**src/rtl/rv32i_mem_pkg.sv**
```systemverilog
// Shared encodings for the RV32I unified memory-port arbiter.
// Owner values are fixed because the bench and future requesters rely on them.
package rv32i_mem_pkg;

    localparam int unsigned STREAK_W = 4;

    // Clears the byte offset; sliced to the address width at the use site.
    localparam logic [63:0] WORD_MASK = 64'hFFFF_FFFF_FFFF_FFFC;

    typedef enum logic [1:0] {
        ST_IDLE  = 2'd0,
        ST_ISSUE = 2'd1,
        ST_WAIT  = 2'd2
    } arb_state_e;

    typedef enum logic {
        OWN_I = 1'b0,
        OWN_D = 1'b1
    } owner_e;

endpackage

```
**src/rtl/mem_arb_pick.sv**
```systemverilog
// Combinational winner select: D has priority unless the I-starvation streak
// has reached its limit while a fetch is waiting.
module mem_arb_pick
    import rv32i_mem_pkg::*;
#(
    parameter int MAX_STREAK = 4
) (
    input  logic                i_req,
    input  logic                d_req,
    input  logic [STREAK_W-1:0] streak,
    output logic                valid,
    output owner_e              winner
);

    localparam logic [STREAK_W-1:0] STREAK_LIMIT = STREAK_W'(MAX_STREAK);

    logic i_forced;

    assign i_forced = i_req && (streak == STREAK_LIMIT);

    // NOTE: every output of a combinational block gets a default first, so no path can infer a latch.
    always_comb begin
        valid  = i_req | d_req;
        winner = OWN_I;
        if (d_req && !i_forced) begin
            winner = OWN_D;
        end
    end

endmodule

```
**src/rtl/rv32i_mem_arbiter.sv**
```systemverilog
// Shares one memory port between fetch (I) and load/store (D), one transaction
// in flight, with re-arbitration on the response cycle for back-to-back issue.
module rv32i_mem_arbiter
    import rv32i_mem_pkg::*;
#(
    parameter int MAX_STREAK = 4,
    parameter int AW         = 32
) (
    input  logic          clk,
    input  logic          reset,

    input  logic          i_req,
    input  logic [AW-1:0] i_addr,
    output logic          i_gnt,
    output logic          i_rvalid,
    output logic [31:0]   i_rdata,

    input  logic          d_req,
    input  logic          d_we,
    input  logic [AW-1:0] d_addr,
    input  logic [31:0]   d_wdata,
    input  logic [3:0]    d_be,
    output logic          d_gnt,
    output logic          d_rvalid,
    output logic [31:0]   d_rdata,

    output logic          mem_req,
    output logic          mem_we,
    output logic [AW-1:0] mem_addr,
    output logic [31:0]   mem_wdata,
    output logic [3:0]    mem_be,
    input  logic          mem_gnt,
    input  logic          mem_rvalid,
    input  logic [31:0]   mem_rdata
);

    localparam logic [STREAK_W-1:0] STREAK_LIMIT = STREAK_W'(MAX_STREAK);
    localparam logic [AW-1:0]       ADDR_MASK    = WORD_MASK[AW-1:0];

    arb_state_e          state_q, state_d;
    owner_e              owner_q, owner_d;
    logic [STREAK_W-1:0] streak_q, streak_d;

    logic   arb_point;
    logic   pick_valid;
    owner_e pick_winner;

    mem_arb_pick #(
        .MAX_STREAK(MAX_STREAK)
    ) u_pick (
        .i_req (i_req),
        .d_req (d_req),
        .streak(streak_q),
        .valid (pick_valid),
        .winner(pick_winner)
    );

    // Arbitration points: IDLE, and WAIT on the response cycle.
    always_comb begin
        state_d   = state_q;
        owner_d   = owner_q;
        streak_d  = streak_q;
        arb_point = 1'b0;

        unique case (state_q)
            ST_IDLE:  arb_point = 1'b1;
            ST_ISSUE: if (mem_gnt) state_d = ST_WAIT;
            ST_WAIT:  arb_point = mem_rvalid;
            default:  state_d = ST_IDLE;
        endcase

        if (arb_point) begin
            if (pick_valid) begin
                state_d = ST_ISSUE;
                owner_d = pick_winner;
            end else begin
                state_d = ST_IDLE;
            end

            // With i_req high a winner always exists, so the else branch is a D win over a waiting fetch.
            if (!i_req || pick_winner == OWN_I) begin
                streak_d = '0;
            end else if (streak_q != STREAK_LIMIT) begin
                streak_d = streak_q + 1'b1;
            end
        end
    end

    // NOTE: sequential state uses non-blocking assignments so every register samples pre-edge values.
    always_ff @(posedge clk or negedge reset) begin
        if (!reset) begin
            state_q  <= ST_IDLE;
            owner_q  <= OWN_I;
            streak_q <= '0;
        end else begin
            state_q  <= state_d;
            owner_q  <= owner_d;
            streak_q <= streak_d;
        end
    end

    logic in_issue, in_wait, own_d;

    assign in_issue = (state_q == ST_ISSUE);
    assign in_wait  = (state_q == ST_WAIT);
    assign own_d    = (owner_q == OWN_D);

    // Fields are zeroed outside ISSUE; fetches are always full-word reads.
    assign mem_req   = in_issue;
    assign mem_we    = in_issue & own_d & d_we;
    assign mem_addr  = in_issue ? ((own_d ? d_addr : i_addr) & ADDR_MASK) : '0;
    assign mem_wdata = (in_issue & own_d & d_we) ? d_wdata : 32'h0;
    assign mem_be    = in_issue ? ((own_d & d_we) ? d_be : 4'b1111) : 4'b0000;

    assign i_gnt     = in_issue & ~own_d & mem_gnt;
    assign d_gnt     = in_issue &  own_d & mem_gnt;

    assign i_rvalid  = in_wait & ~own_d & mem_rvalid;
    assign d_rvalid  = in_wait &  own_d & mem_rvalid;
    assign i_rdata   = (in_wait & ~own_d) ? mem_rdata : 32'h0;
    assign d_rdata   = (in_wait &  own_d) ? mem_rdata : 32'h0;

endmodule
```
**config.mk**
```make
export PLATFORM = sky130hd
export DESIGN_NAME = rv32i_mem_arbiter
export DESIGN_NICKNAME = d
export VERILOG_FILES = /design/src/rtl/rv32i_mem_pkg.sv /design/src/rtl/mem_arb_pick.sv /design/src/rtl/rv32i_mem_arbiter.sv
export SDC_FILE = /design/constraint.sdc
export NUM_CORES = 1
export LEC_CHECK = 0
export CELL_PAD_IN_SITES_DETAIL_PLACEMENT = 1
export CELL_PAD_IN_SITES_GLOBAL_PLACEMENT = 2
export CORE_UTILIZATION = 10
export CTS_BUF_LIST = sky130_fd_sc_hd__clkbuf_16
export CTS_CLUSTER_SIZE = 40
export DETAILED_ROUTE_END_ITERATION = 10
export PLACE_DENSITY_LB_ADDON = 0.12
export SLEW_MARGIN = 5
export SYNTH_ARGS = -nofsm -noshare
export SYNTH_HDL_FRONTEND = slang
export SYNTH_HIERARCHICAL = 1
export SYNTH_SLANG_ARGS = --single-unit
```
**constraint.sdc**
```tcl
create_clock -name clk -period 3.27 [get_ports clk]
set_clock_uncertainty 0.1 [all_clocks]
set_input_delay 0.8175 -clock clk [delete_from_list [all_inputs] [get_ports clk]]
set_output_delay 0.8175 -clock clk [all_outputs]
set_load 0.02 [all_outputs]
```
==> impl_metrics.ini, run 1 <==
[timing]
slew_violations = 0
rsz0062_at_grt = false
setup_viol = 0
holdWs_ns = 0.468
setup_slack_ns = 0.157
fin_crit_sh = 0.952
hold_viol_final = 0
fmax_mhz = 321
fin_crit_ns = 3.11

[power_and_ir_drop]
seq_power_share = 0.065
ir_worst_vdd_mv = 0.308
pwr-share-comb = 0.852
sw_frac_of_total = 0.487
p_total_mw = 2.51
leakage_nw = 2.02
p_int_mw = 1.28
p_clk_frac = 0.083
p_per_area_nw_per_um2 = 545
p_switching_mw = 1.22

[placed_design]
hpwl_um = 9340
pre_cts_ws_ns = -0.140
place_congestion = 0.691
numPortBuffers = 270
place_area_um2 = 4560
post-place-cells = 707

[cts]
cts-root-buf = clkbuf_16
htreeDepth = 1
cts_made_buffers = 3
cts_tree = yes
path_clk_slew_ns = 0.04
clk_latency_ns = 0.23
cts.sinks = 7
cts_buffer_depth = 2
cts_hold_buf = 0

[setup_path]
required_ns = 2.35
crit_slowest_cell = clkdlybuf4s50_1
crit_type = in2out
rrSetupSlack_ns = 1.69
cp-end-kind = output port
max_stage_delay_ns = 0.46
crit_path_start_kind = primary input
worstPathCellList = clkdlybuf4s50_1 -> nand2_1 -> nor2_8 -> buf_12 -> and2_1 -> dlygate4sd2_1
crit_arrival_ns = 2.20
worstPathMaxFanout = 27

[synth]
synthAdderAreaFrac = 0.0153
yosys.area_share.simple = 0.544
synthArstFlopShare = 1.00
synth-compound-area-share = 0.0544
syn_avg_cell_area_um2 = 7.09
syn-instance-count = 230
ys_seq_area_frac = 0.107
synth-main-ff-cell = dfrtp_1
ys.warnings.count = 6
netlist_area_um2 = 1630
synth_xor_area_frac = 0
synth-seq-cells = 7
ys_types = 31
synth_edf_count = 0
synth_top_family_by_area = simple AND/OR/NAND/NOR gates
synth_mux_area_frac = 0.191

[die]
num_rows = 46
ios = 277
initial_utilization = 0.103
die_area_um2 = 16800
coreArea_um2 = 15900
die_h_um = 130
die_x_um = 130

[layout]
diodes = 0
nets = 637
fin_area_um2 = 4600
syn2layout_area_growth_pct = 182
final_cell_count_no_fill = 711
layout_commonest_cell = clkdlybuf4s50_1
layout_common_cells = 233 x clkdlybuf4s50_1, 99 x and2_1, 39 x nor2_1
drive_gt1_frac = 0.0384

[global_route]
grt_pass1_vias = 2502
grt.overflow.total = 0
grt_max_degree = 34
track_usage = 0.116
grt_pass1_wl_um = 14900
antenna_found_initial = 0

[run]
maxCapViolCount = 0

[worst_hold_path]
worstHoldPathType = reg2reg

[run_status]
outcome = completed

[detailed_routing]
route.detailed.wl_per_inst_um = 15.2
drtIter0Drc = 52
via_per_inst = 3.58
dr_total_vias = 2547
dr.pass1.iters = 4
wirelength_um = 10800
ant_nets = 0
drc_errors = 0
registers in the layout, summed over array words and instances (netlist names):
name      count
streak_q      4
state_q       2
own_d         1
worst max-delay path, delay by kind of cell:
family / cells / cell delay [ns]
buffers and inverters: 3 / 0.97
AND/OR/NAND/NOR: 3 / 0.40
repair_timing:
| action | in CTS | in global routing |
|---|---|---|
| endpoints found under the hold margin | 0 | 0 |
| resized for setup | 36 | 1 |
| setup endpoints to repair | 36 | 1 |
| pin swaps | 0 | 0 |
| setup buffers | 0 | 0 |
worst paths after layout:
kind,start,end,cells past startpoint
setup / recovery,d_we,mem_wdata[16],6
hold / removal,streak_q[3],streak_q[3],1
setup reg to reg,streak_q[2],streak_q[1],5
hold reg to reg,streak_q[3],streak_q[3],1
max in group asynchronous,reset,own_d,1
min in group asynchronous,reset,state_q[0],1
through the flow:
step           utilization  TNS, ns
2_1_floorplan            -        0
3_3_place_gp         0.287    -2.76
3_5_place_dp         0.287    -3.59
4_1_cts              0.289        0
5_1_grt              0.290        0
6_report             0.290        0
layer usage:
layer | GRT usage | vias up | part of all wire | wire length [µm]
li1 | - | 1264 | - | -
met2 | 0.227 | 142 | 0.52 | 5690
met3 | 0.0418 | 6 | 0.11 | 1210
met5 | 0 | - | 0 | 0
met4 | 0.00821 | 0 | 0.0054 | 58
met1 | 0.123 | 1135 | 0.36 | 3880
synth_stat cells, types with 2 or more instances:
library cell,n,area (µm²)
a31oi_1,2,12.5
a32o_1,2,20.0
and2_1,99,619
and3_1,3,18.8
buf_2,7,35.0
buf_4,3,22.5
buf_6,4,45.0
clkbuf_1,2,7.51
clkbuf_2,3,15.0
dfrtp_1,7,175
ha_1,2,25.0
inv_1,3,11.3
mux2i_1,30,300
nand2_1,3,11.3
nand2b_1,3,18.8
nand3b_1,2,15.0
nor2_1,39,146
o211ai_1,2,15.0
o21ai_0,2,10.0
power groups by stage:
stage	combinational, mW	clock, mW	sequential (mW)
floorplan	1.19	0	0.143
global placement	2.23	0	0.163
detailed placement	2.24	0	0.165
CTS	2.18	0.212	0.164
global route	2.30	0.217	0.169
finish	2.14	0.207	0.163
cells by family (layout without fill, tap and decap cells):
logic type                 Yosys count  count (layout)
AOI/OAI and AO/OA                   12              12
adders and majority gates            2               2
buffers and inverters               23             287
DFF                                  7               7
muxes                               31              31
other                                1               2
and+or+nand+nor                    154             154
layout make-up:
class                           count  area (µm²)
Timing Repair Buffer              279        2740
Sequential cell                     7         176
Clock buffer                        3        75.1
Inverter                            4        15.0
Multi-Input combinational cell    201        1320
Fill cell                        1906       11300
Clock inverter                      1        3.75
Tap cell                          216         270
(Power assumes the default switching activity.)
==> run 2: changes to the inputs <==
Settings changed: CORE_ASPECT_RATIO set to 1.4.
==> run 2 against run 1 <==
Power is 0.89% higher. Sequential share of layout area is essentially flat. Utilization grew 0.21 points. Final cell count decreased by 2.7%. Wire length is 1.7% lower. Largest power group unchanged.
==> impl_metrics.ini, run 2 (same netlist as run 1, synthesis figures left out) <==
[detailed_routing]
drtIter0Drc = 46
dr_total_vias = 2605
drc_errors = 0
via_per_inst = 3.76
wirelength_um = 10700
ant_nets = 0
route.detailed.wl_per_inst_um = 15.4
dr.pass1.iters = 3

[layout]
top_register = streak_q
layout_common_cells = 233 x clkdlybuf4s50_1, 99 x and2_1, 39 x nor2_1
diodes = 0
nets = 638
multi_input_area_um2 = 1320
fin_area_um2 = 4590
layout_commonest_cell = clkdlybuf4s50_1
final_cell_count_no_fill = 692
drive_gt1_frac = 0.0444
nFillCells = 1890
syn2layout_area_growth_pct = 182
seq_area_um2 = 176
largest_register_ffs = 4

[placed_design]
post-place-cells = 688
place_congestion = 0.742
pre_cts_ws_ns = -0.184
numPortBuffers = 270
hpwl_um = 9290
place_area_um2 = 4560

[cts]
cts.sinks = 7
cts_buffer_depth = 2
cts_made_buffers = 3
post_cts_buffers = 0
cts-root-buf = clkbuf_16
clk_latency_ns = 0.23
path_clk_slew_ns = 0.04
cts_tree = yes
cts_hold_buf = 0
htreeDepth = 1

[power_and_ir_drop]
ir_worst_vdd_mv = 0.202
pwr-share-comb = 0.852
p_clk_frac = 0.083
sw_frac_of_total = 0.482
leakage_nw = 2.01
p_per_area_nw_per_um2 = 551
seq_power_share = 0.065
p_int_mw = 1.31
p_switching_mw = 1.22

[timing]
setup-tns-final_ns = 0
fin_crit_ns = 3.14
setup_viol = 0
setup_slack_ns = 0.128
rsz0062_at_grt = false
fmax_mhz = 318
slew_violations = 0
fin_crit_sh = 0.961
hold_viol_final = 0

[global_route]
antenna_found_initial = 0
track_usage = 0.122
grt_pass1_wl_um = 15600
grt.overflow.total = 0
grt_pass1_vias = 2756
grt_max_degree = 34

[die]
coreArea_um2 = 15700
initial_utilization = 0.104
die_area_um2 = 16800
ios = 277
die_h_um = 153
num_rows = 54
die_x_um = 110

[worst_hold_path]
worstHoldPathType = reg2reg

[setup_path]
worstPathMaxFanout = 23
crit_type = in2out
required_ns = 2.35
crit_path_start_kind = primary input
cp-end-kind = output port
crit_slowest_cell = clkdlybuf4s50_1
max_stage_delay_ns = 0.46
crit_arrival_ns = 2.22
worstPathCellList = clkdlybuf4s50_1 -> nand2_1 -> nor2_8 -> buf_12 -> and2_1 -> dlygate4sd2_1

[run]
maxCapViolCount = 0

[run_status]
outcome = completed
run 2: cell type report:
type | count | area share
multi-input combinational | 201 | 0.288
clock buffer | 3 | 0.0163
clock inverter | 1 | 0.000817
inverter | 4 | 0.00327
timing repair buffer | 280 | 0.600
sequential | 7 | 0.0384
tap | 196 | 0.0534
run 2: worst max-delay path, delay by kind of cell:
| family | cells | cell delay (ns) |
|---|---|---|
| simple gates | 3 | 0.43 |
| buf+inv | 3 | 0.97 |
run 2: metrics by stage:
stage	util	total power, mW	hold WS, ns
3_3_place_gp	0.290	2.43	0.457
3_5_place_dp	0.290	2.43	0.455
5_1_grt	0.292	2.72	0.524
6_report	0.292	2.53	0.452
2_1_floorplan	-	1.33	0.405
4_1_cts	0.292	2.59	0.462
run 2: final timing paths:
kind / from / to / slack [ns] / cells after the start
setup / recovery: d_we / mem_wdata[12] / 0.13 / 6
max in group asynchronous: reset / own_d / 2.03 / 1
setup reg to reg: streak_q[3] / streak_q[0] / 1.66 / 5
hold / removal: streak_q[3] / streak_q[3] / 0.45 / 1
hold reg to reg: streak_q[3] / streak_q[3] / 0.45 / 1
min in group asynchronous: reset / streak_q[1] / 0.76 / 1
run 2: layer usage:
layer  vias to the layer above  track usage  part of all wire
li1                       1265            -                 -
met5                         -            0                 0
met3                         7       0.0422              0.13
met4                         0       0.0248             0.011
met1                      1163        0.108              0.30
met2                       170        0.251              0.55
run 2: power groups by stage:
stage               Clock, mW  Combinational [mW]  Sequential [mW]
detailed placement          0                2.26            0.166
global route            0.215                2.33            0.171
global placement            0                2.26            0.168
floorplan                   0                1.19            0.143
finish                  0.210                2.15            0.164
CTS                     0.213                2.21            0.166
run 2: what timing repair did:
action	in CTS	in global routing
gates resized for setup	36	0
setup endpoints to repair	36	0
endpoints found under the hold margin	0	0
